## config.mk

```make
export PLATFORM = sky130hd
export DESIGN_NAME = piso_serializer
export DESIGN_NICKNAME = d
export VERILOG_FILES = /design/src/rtl/piso_serializer.sv
export SDC_FILE = /design/constraint.sdc
export NUM_CORES = 1
export LEC_CHECK = 0
export CORE_MARGIN = 4
export CORE_UTILIZATION = 47
export DETAILED_ROUTE_END_ITERATION = 10
export GPL_ROUTABILITY_DRIVEN = 1
export GPL_TIMING_DRIVEN = 0
export MAX_ROUTING_LAYER = met4
export PLACE_DENSITY_LB_ADDON = 0.2
export SLEW_MARGIN = 20
export SYNTH_ARGS = -nofsm -noshare
export SYNTH_HDL_FRONTEND = slang
export SYNTH_SLANG_ARGS = --single-unit
```

## constraint.sdc

```tcl
create_clock -name CLK -period 1.8 [get_ports CLK]
set_clock_uncertainty 0.1 [all_clocks]
set_input_delay 0.36 -clock CLK [delete_from_list [all_inputs] [get_ports CLK]]
set_output_delay 0.36 -clock CLK [all_outputs]
set_load 0.01 [all_outputs]
```

## src/rtl/piso_serializer.sv

```systemverilog
// piso_serializer: parallel-in/serial-out converter with valid/ready load and per-strobe bit readout
module piso_serializer #(
  parameter int WIDTH     = 8,
  parameter bit LSB_FIRST = 1'b0
) (
  input  logic             CLK,
  input  logic             RST_N,
  input  logic             LOAD_VALID,
  output logic             LOAD_READY,
  input  logic [WIDTH-1:0] D,
  input  logic             SHIFT_EN,
  output logic             Q,
  output logic             QN,
  output logic             BUSY,
  output logic             DONE
);
  localparam int CW = $clog2(WIDTH);
  localparam logic [CW-1:0] CNT_MAX = CW'(WIDTH - 1);
  typedef enum logic [1:0] {S_IDLE, S_SHIFT, S_DONE} state_t;
  state_t state_q, state_d;
  logic [WIDTH-1:0] sreg_q, sreg_d;
  logic [CW-1:0] cnt_q, cnt_d;
  logic q_q, q_d;
  // next state: the current Q bit always sits at the output end of sreg, so a strobe shifts and exposes the next one
  always_comb begin
    state_d = state_q;
    sreg_d  = sreg_q;
    cnt_d   = cnt_q;
    q_d     = q_q;
    case (state_q)
      S_IDLE: begin
        q_d = 1'b0;
        if (LOAD_VALID) begin
          state_d = S_SHIFT;
          sreg_d  = D;
          cnt_d   = CNT_MAX;
          q_d     = LSB_FIRST ? D[0] : D[WIDTH-1];
        end
      end
      S_SHIFT: begin
        if (SHIFT_EN) begin
          if (cnt_q == '0) begin
            state_d = S_DONE;
            q_d     = 1'b0;
          end else begin
            sreg_d = LSB_FIRST ? sreg_q >> 1 : sreg_q << 1;
            q_d    = LSB_FIRST ? sreg_q[1] : sreg_q[WIDTH-2];
            cnt_d  = cnt_q - CW'(1);
          end
        end
      end
      S_DONE: begin
        state_d = S_IDLE;
        q_d     = 1'b0;
      end
      default: begin
        state_d = S_IDLE;
        q_d     = 1'b0;
      end
    endcase
  end
  // state registers; reset drops any partial word immediately
  always_ff @(posedge CLK or negedge RST_N) begin
    if (!RST_N) begin
      state_q <= S_IDLE;
      sreg_q  <= '0;
      cnt_q   <= '0;
      q_q     <= 1'b0;
    end else begin
      state_q <= state_d;
      sreg_q  <= sreg_d;
      cnt_q   <= cnt_d;
      q_q     <= q_d;
    end
  end
  assign LOAD_READY = (state_q == S_IDLE);
  assign BUSY       = (state_q == S_SHIFT);
  assign DONE       = (state_q == S_DONE);
  assign Q          = q_q;
  assign QN         = ~q_q;
endmodule

```

# Yosys cells after proc, flatten, opt, wreduce, memory -nomap -nowiden
# Cells that the tools add are included.
[classes] add_sub_neg=1 eq_ne=6 mux=16 n_bitwise=1 n_reduce_logical=5
[op_table] cell="two-way mux 7 bit" n=3
[op_table] cell="one-hot mux 7 bit (2 select lines)" n=1
[op_table] cell="two-way mux 3 bit" n=3
[op_table] cell="two-way mux 2 bit" n=3
[op_table] cell="inequality test 2 bit (second input constant)" n=3
[op_table] cell="one-hot mux 3 bit (2 select lines)" n=1
[op_table] cell="one-hot mux 2 bit (2 select lines)" n=1
[op_table] cell="AND reduction 4 bit" n=1
[op_table] cell="zero test 3 bit" n=1
[op_table] cell="two-way mux 1 bit" n=3
[op_table] cell="AND reduction 3 bit" n=1
[op_table] cell="subtractor 3 x 1 -> 3 bit (second input constant)" n=1
[op_table] cell="== test 2 x 1 -> 1 bit (second input constant)" n=1
[op_table] cell="== test 2 bit (second input constant)" n=1
[op_table] cell="zero test 2 bit" n=1
[op_table] cell="inequality test 2 x 1 -> 1 bit (second input constant)" n=1
[op_table] cell="one-hot mux 1 bit (2 select lines)" n=1
[op_table] cell="nonzero test 2 bit" n=1
[op_table] cell="inverter 1 bit" n=1
[totals] reg_bits=13 inputBits=12 out_inout_bits=5 elab_cells=33

# Logic depth before layout (Yosys ltp)
[logic_depth] depth_word=4 mapped_depth=5 depth_no_buf=5

# Worst setup path after synthesis
# No wires, ideal clock.
[synth_path] path_kind="reg2reg" startpoint="reg cnt_q[0]" endpoint="reg sreg_q[2]" setup_ns=0.123 t_arrival_ns=1.248 path_slack_ns=0.329 stages_incl_launch_ff=6 synth_period_minus_slack_ns=1.471 path_cell_list="dfrtp_1 -> inv_1 -> ha_1 -> nand2b_1 -> a31o_4 -> o221a_2"
[synth_between] elab_chain_cells=3
[synth_lines] item="from (decl)" line_no="22" source="logic [CW-1:0] cnt_q, cnt_d;"
[synth_lines] item="from (signal assigned)" line_no="72" source="cnt_q <= cnt_d;"
[synth_lines] item="zero test 3 bit" line_no="42" source="if (cnt_q == '0) begin"
[synth_lines] item="inequality test 2 bit (no line)"
[synth_lines] item="AND reduction 4 bit (no line)"
[synth_lines] item="to (signal assigned)" line_no="71" source="sreg_q <= sreg_d;"
[synth_lines] item="to (decl)" line_no="21" source="logic [WIDTH-1:0] sreg_q, sreg_d;"
# Every way passes these cells.
# A chain may end at the register's enable or synchronous reset.

# Worst setup path after layout
[layout_path] startpoint="reg state_q[1]" endpoint="out BUSY"
[layout_between] elab_chain_cells=1
[layout_lines] item="from (decl)" line_no="20" source="state_t state_q, state_d;"
[layout_lines] item="from (signal assigned)" line_no="70" source="state_q <= state_d;"
[layout_lines] item="== test 2 x 1 -> 1 bit" line_no="77" source="assign BUSY = (state_q == S_SHIFT);"
[layout_lines] item="to (decl)" line_no="14" source="output logic BUSY,"
# Every way passes these cells.

==> results.py <==
metrics = {
    "sta": {
        "fin_crit_sh": 0.961,
        "report.final.setup_viol": 0,
        "hold_violations": 0,
        "slew_viol_final": 0,
        "timing.fmax_ghz": 0.578,
        "tightestPinTransition_ps": 576,
        "rsz0062_at_grt": "no",
        "min_period_ps": 1730,
        "relSlewSlack": 0.615,
        "holdWs_ps": 348,
    },
    "critical_path": {
        "rr_worst_depth": 5,
        "crit_type": "reg -> out",
        "path_depth": 3,
        "cp_top_family": "buffers and inverters",
        "r2r_start": "cnt_q[0]",
        "cp-start-kind": "register",
        "r2r_end": "sreg_q[1]",
        "crit_end": "BUSY",
        "endpoint_kind": "output pin",
        "path_buf_inv": 2,
        "cpMaxStageDelayCell": "dfrtp_1",
        "cp-startpoint": "state_q[1]",
        "worstPathArrival_ps": 1270,
        "crit_chain": "buf_6 -> nor2b_4 -> dlygate4sd2_1",
        "reg2reg_setup_slack_ps": 190,
        "cp.required_ps": 1340,
        "crit_path_max_incr_delay_ps": 380,
        "path_max_fanout": 8,
    },
    "route": {
        "viasPerCell": 5.72,
        "ant_nets": 0,
        "wl_per_cell_um": 13.9,
        "drtIter0Drc": 16,
        "dr_total_vias": 561,
        "remaining_drc_errors": 0,
        "drt_pre_antenna_iters": 4,
        "wl_um": 1360,
    },
    "power": {
        "seqPwrFrac": 0.378,
        "p_per_area_nw_per_um2": 1430,
        "finalPower_mw": 1.33,
        "ir_drop_uv": 955,
        "p_leak_nw": 0.416,
        "p_sw_mw": 0.461,
        "combinationalPowerShare": 0.487,
        "swShare": 0.347,
        "p_int_mw": 0.869,
        "pwr-share-clk": 0.134,
    },
    "yosys": {
        "synth-seq-area-share": 0.449,
        "synth_nets": 77,
        "synth_ff_type": "dfrtp_1",
        "syn_area_um2": 724,
        "synth_edf_count": 0,
        "syn_inst": 63,
        "ys_warn_count": 0,
        "yosysTopAreaCell": "dfrtp_1",
        "syn_avg_cell_area_um2": 11.5,
        "post-synth-top-count-cell": "dfrtp_1",
        "synth_seq_cells": 13,
        "synth_common_cells": "dfrtp_1, o221a_2, or2b_1, inv_1, nor2_1",
        "async_flop_share": 1.00,
        "yosysUniqueCellTypes": 24,
        "netlist_top_cells_area": "dfrtp_1, o221a_2, or2b_1",
        "synth_top_area_frac": 0.449,
    },
    "clocking": {
        "cts_buffers": 3,
        "cts_setup_buffers": 0,
        "root_buffer": "clkbuf_4",
        "holdBufCountCts": 0,
        "clock_sinks": 13,
        "cts_max_level": 1,
        "cts_max_path_buffers": 2,
        "clkTransAtPathRegs_ps": 80,
        "clk_latency_ps": 270,
        "cts_tree": "done",
    },
    "layout": {
        "post-route-util": 0.671,
        "fin_nets": 98,
        "stdcell_count": 98,
        "fin_area_um2": 928,
        "syn_to_final_growth_pct": 28.2,
        "drive_above_1_share": 0.193,
        "diodes": 0,
    },
    "min_path": {
        "hp-class": "in -> async",
    },
    "placement": {
        "postPlaceCellArea_um2": 903,
        "hpwl_um": 996,
        "numPortBuffers": 16,
        "routabilityCongestion": 0.819,
        "place_inst": 94,
    },
    "global_route": {
        "gr-total-overflow": 0,
        "grt_pass1_vias": 539,
        "grt_start_max_net_pins": 14,
        "antenna_found_initial": 0,
        "grt_most_used_layer": "met2",
        "grt_pass1_wl_um": 2300,
        "met3_usage": 0.0575,
        "grtUsageMet2": 0.238,
        "grtUsageTotal": 0.154,
        "use_met1": 0.184,
    },
    "die": {
        "num_rows": 13,
        "fp.dieW_um": 47.3,
        "coreArea_um2": 1380,
        "fp.dieH_um": 47.3,
        "initial_core_util": 0.524,
        "ios": 17,
        "dieArea_um2": 2230,
    },
    "outcome": {
        "status": "finished clean",
    },
    "job": {
        "maxCapViolCount": 0,
    },
}
[metal layers]
metal  share of wire  wire length, µm
met2            0.46              633
met4           0.010               14
met5               0                0
met1            0.46              624
met3           0.065               89
[power by group through the flow]
stage | clock network, mW | logic [mW] | registers [mW]
CTS | 0.183 | 0.660 | 0.504
global placement | 0 | 0.661 | 0.504
finish | 0.179 | 0.648 | 0.504
detailed placement | 0 | 0.673 | 0.510
floorplan | 0 | 0.482 | 0.493
global route | 0.198 | 0.726 | 0.523
[cells in the final DEF, fill, tap and decap left out]
master,netlist,routed
nor3b_4,1,1
a221oi_2,1,1
dfrtp_1,13,13
ha_1,2,2
a31o_4,1,1
mux2i_1,2,2
dlygate4sd2_1,0,3
nand4_1,2,2
clkdlybuf4s50_1,0,12
o311a_1,1,1
or2b_1,6,6
clkbuf_1,0,1
nand2_1,3,3
a31oi_1,2,2
and2_1,1,1
inv_1,5,5
buf_6,2,2
a311oi_1,1,1
o21ai_0,1,1
clkbuf_4,0,3
nor2b_4,1,1
o221a_2,6,6
and3_1,1,1
o221ai_1,1,1
nand3_2,1,1
nor2_1,5,5
dlymetal6s2s_1,0,1
nand2b_1,1,1
nor2b_1,3,3
[through the flow]
stage	setup TNS, ps	setup slack, ps
3_5_place_dp	-652	-111
2_1_floorplan	0	329
5_1_grt	0	9.12
4_1_cts	0	54.5
3_3_place_gp	-636	-103
6_report	0	71.0
[how the worst min path moves through the flow]
stage	endpoint	cells after the start	from	slack (ps)
2_1_floorplan	Q	0	RST_N	-40
3_3_place_gp	cnt_q[2]	1	cnt_q[2]	380
3_5_place_dp	cnt_q[2]	1	cnt_q[2]	390
4_1_cts	sreg_q[4]	1	RST_N	360
5_1_grt	sreg_q[4]	1	RST_N	380
6_report	sreg_q[4]	1	RST_N	350
[kinds of logic after synthesis]
| family | Yosys count | synth area share |
|---|---|---|
| AOI/OAI and AO/OA | 14 | 0.200 |
| adders and majority gates | 2 | 0.0345 |
| buffers and inverters | 7 | 0.0570 |
| DFF | 13 | 0.449 |
| muxes | 2 | 0.0276 |
| and+or+nand+nor | 25 | 0.231 |
[timing repair]
action,CTS,global route
pin swaps,0,0
endpoints found under the setup margin,3,1
hold endpoints to repair,0,0
gates resized for setup,3,1
gates cloned,0,0
[flip-flops by register name, summed over array words and instances (netlist names)]
name	cells
cnt_q	3
sreg_q	7
state_q	2
Q	1
[layout make-up]
class,count,area (µm²)
Buffer,2,22.5
Clock buffer,4,26.3
Fill cell,116,454
Inverter,5,18.8
Multi-Input combinational cell,43,358
Sequential cell,13,325
Tap cell,15,18.8
Timing Repair Buffer,16,159
No activity file was read; power rests on OpenSTA's default activity.
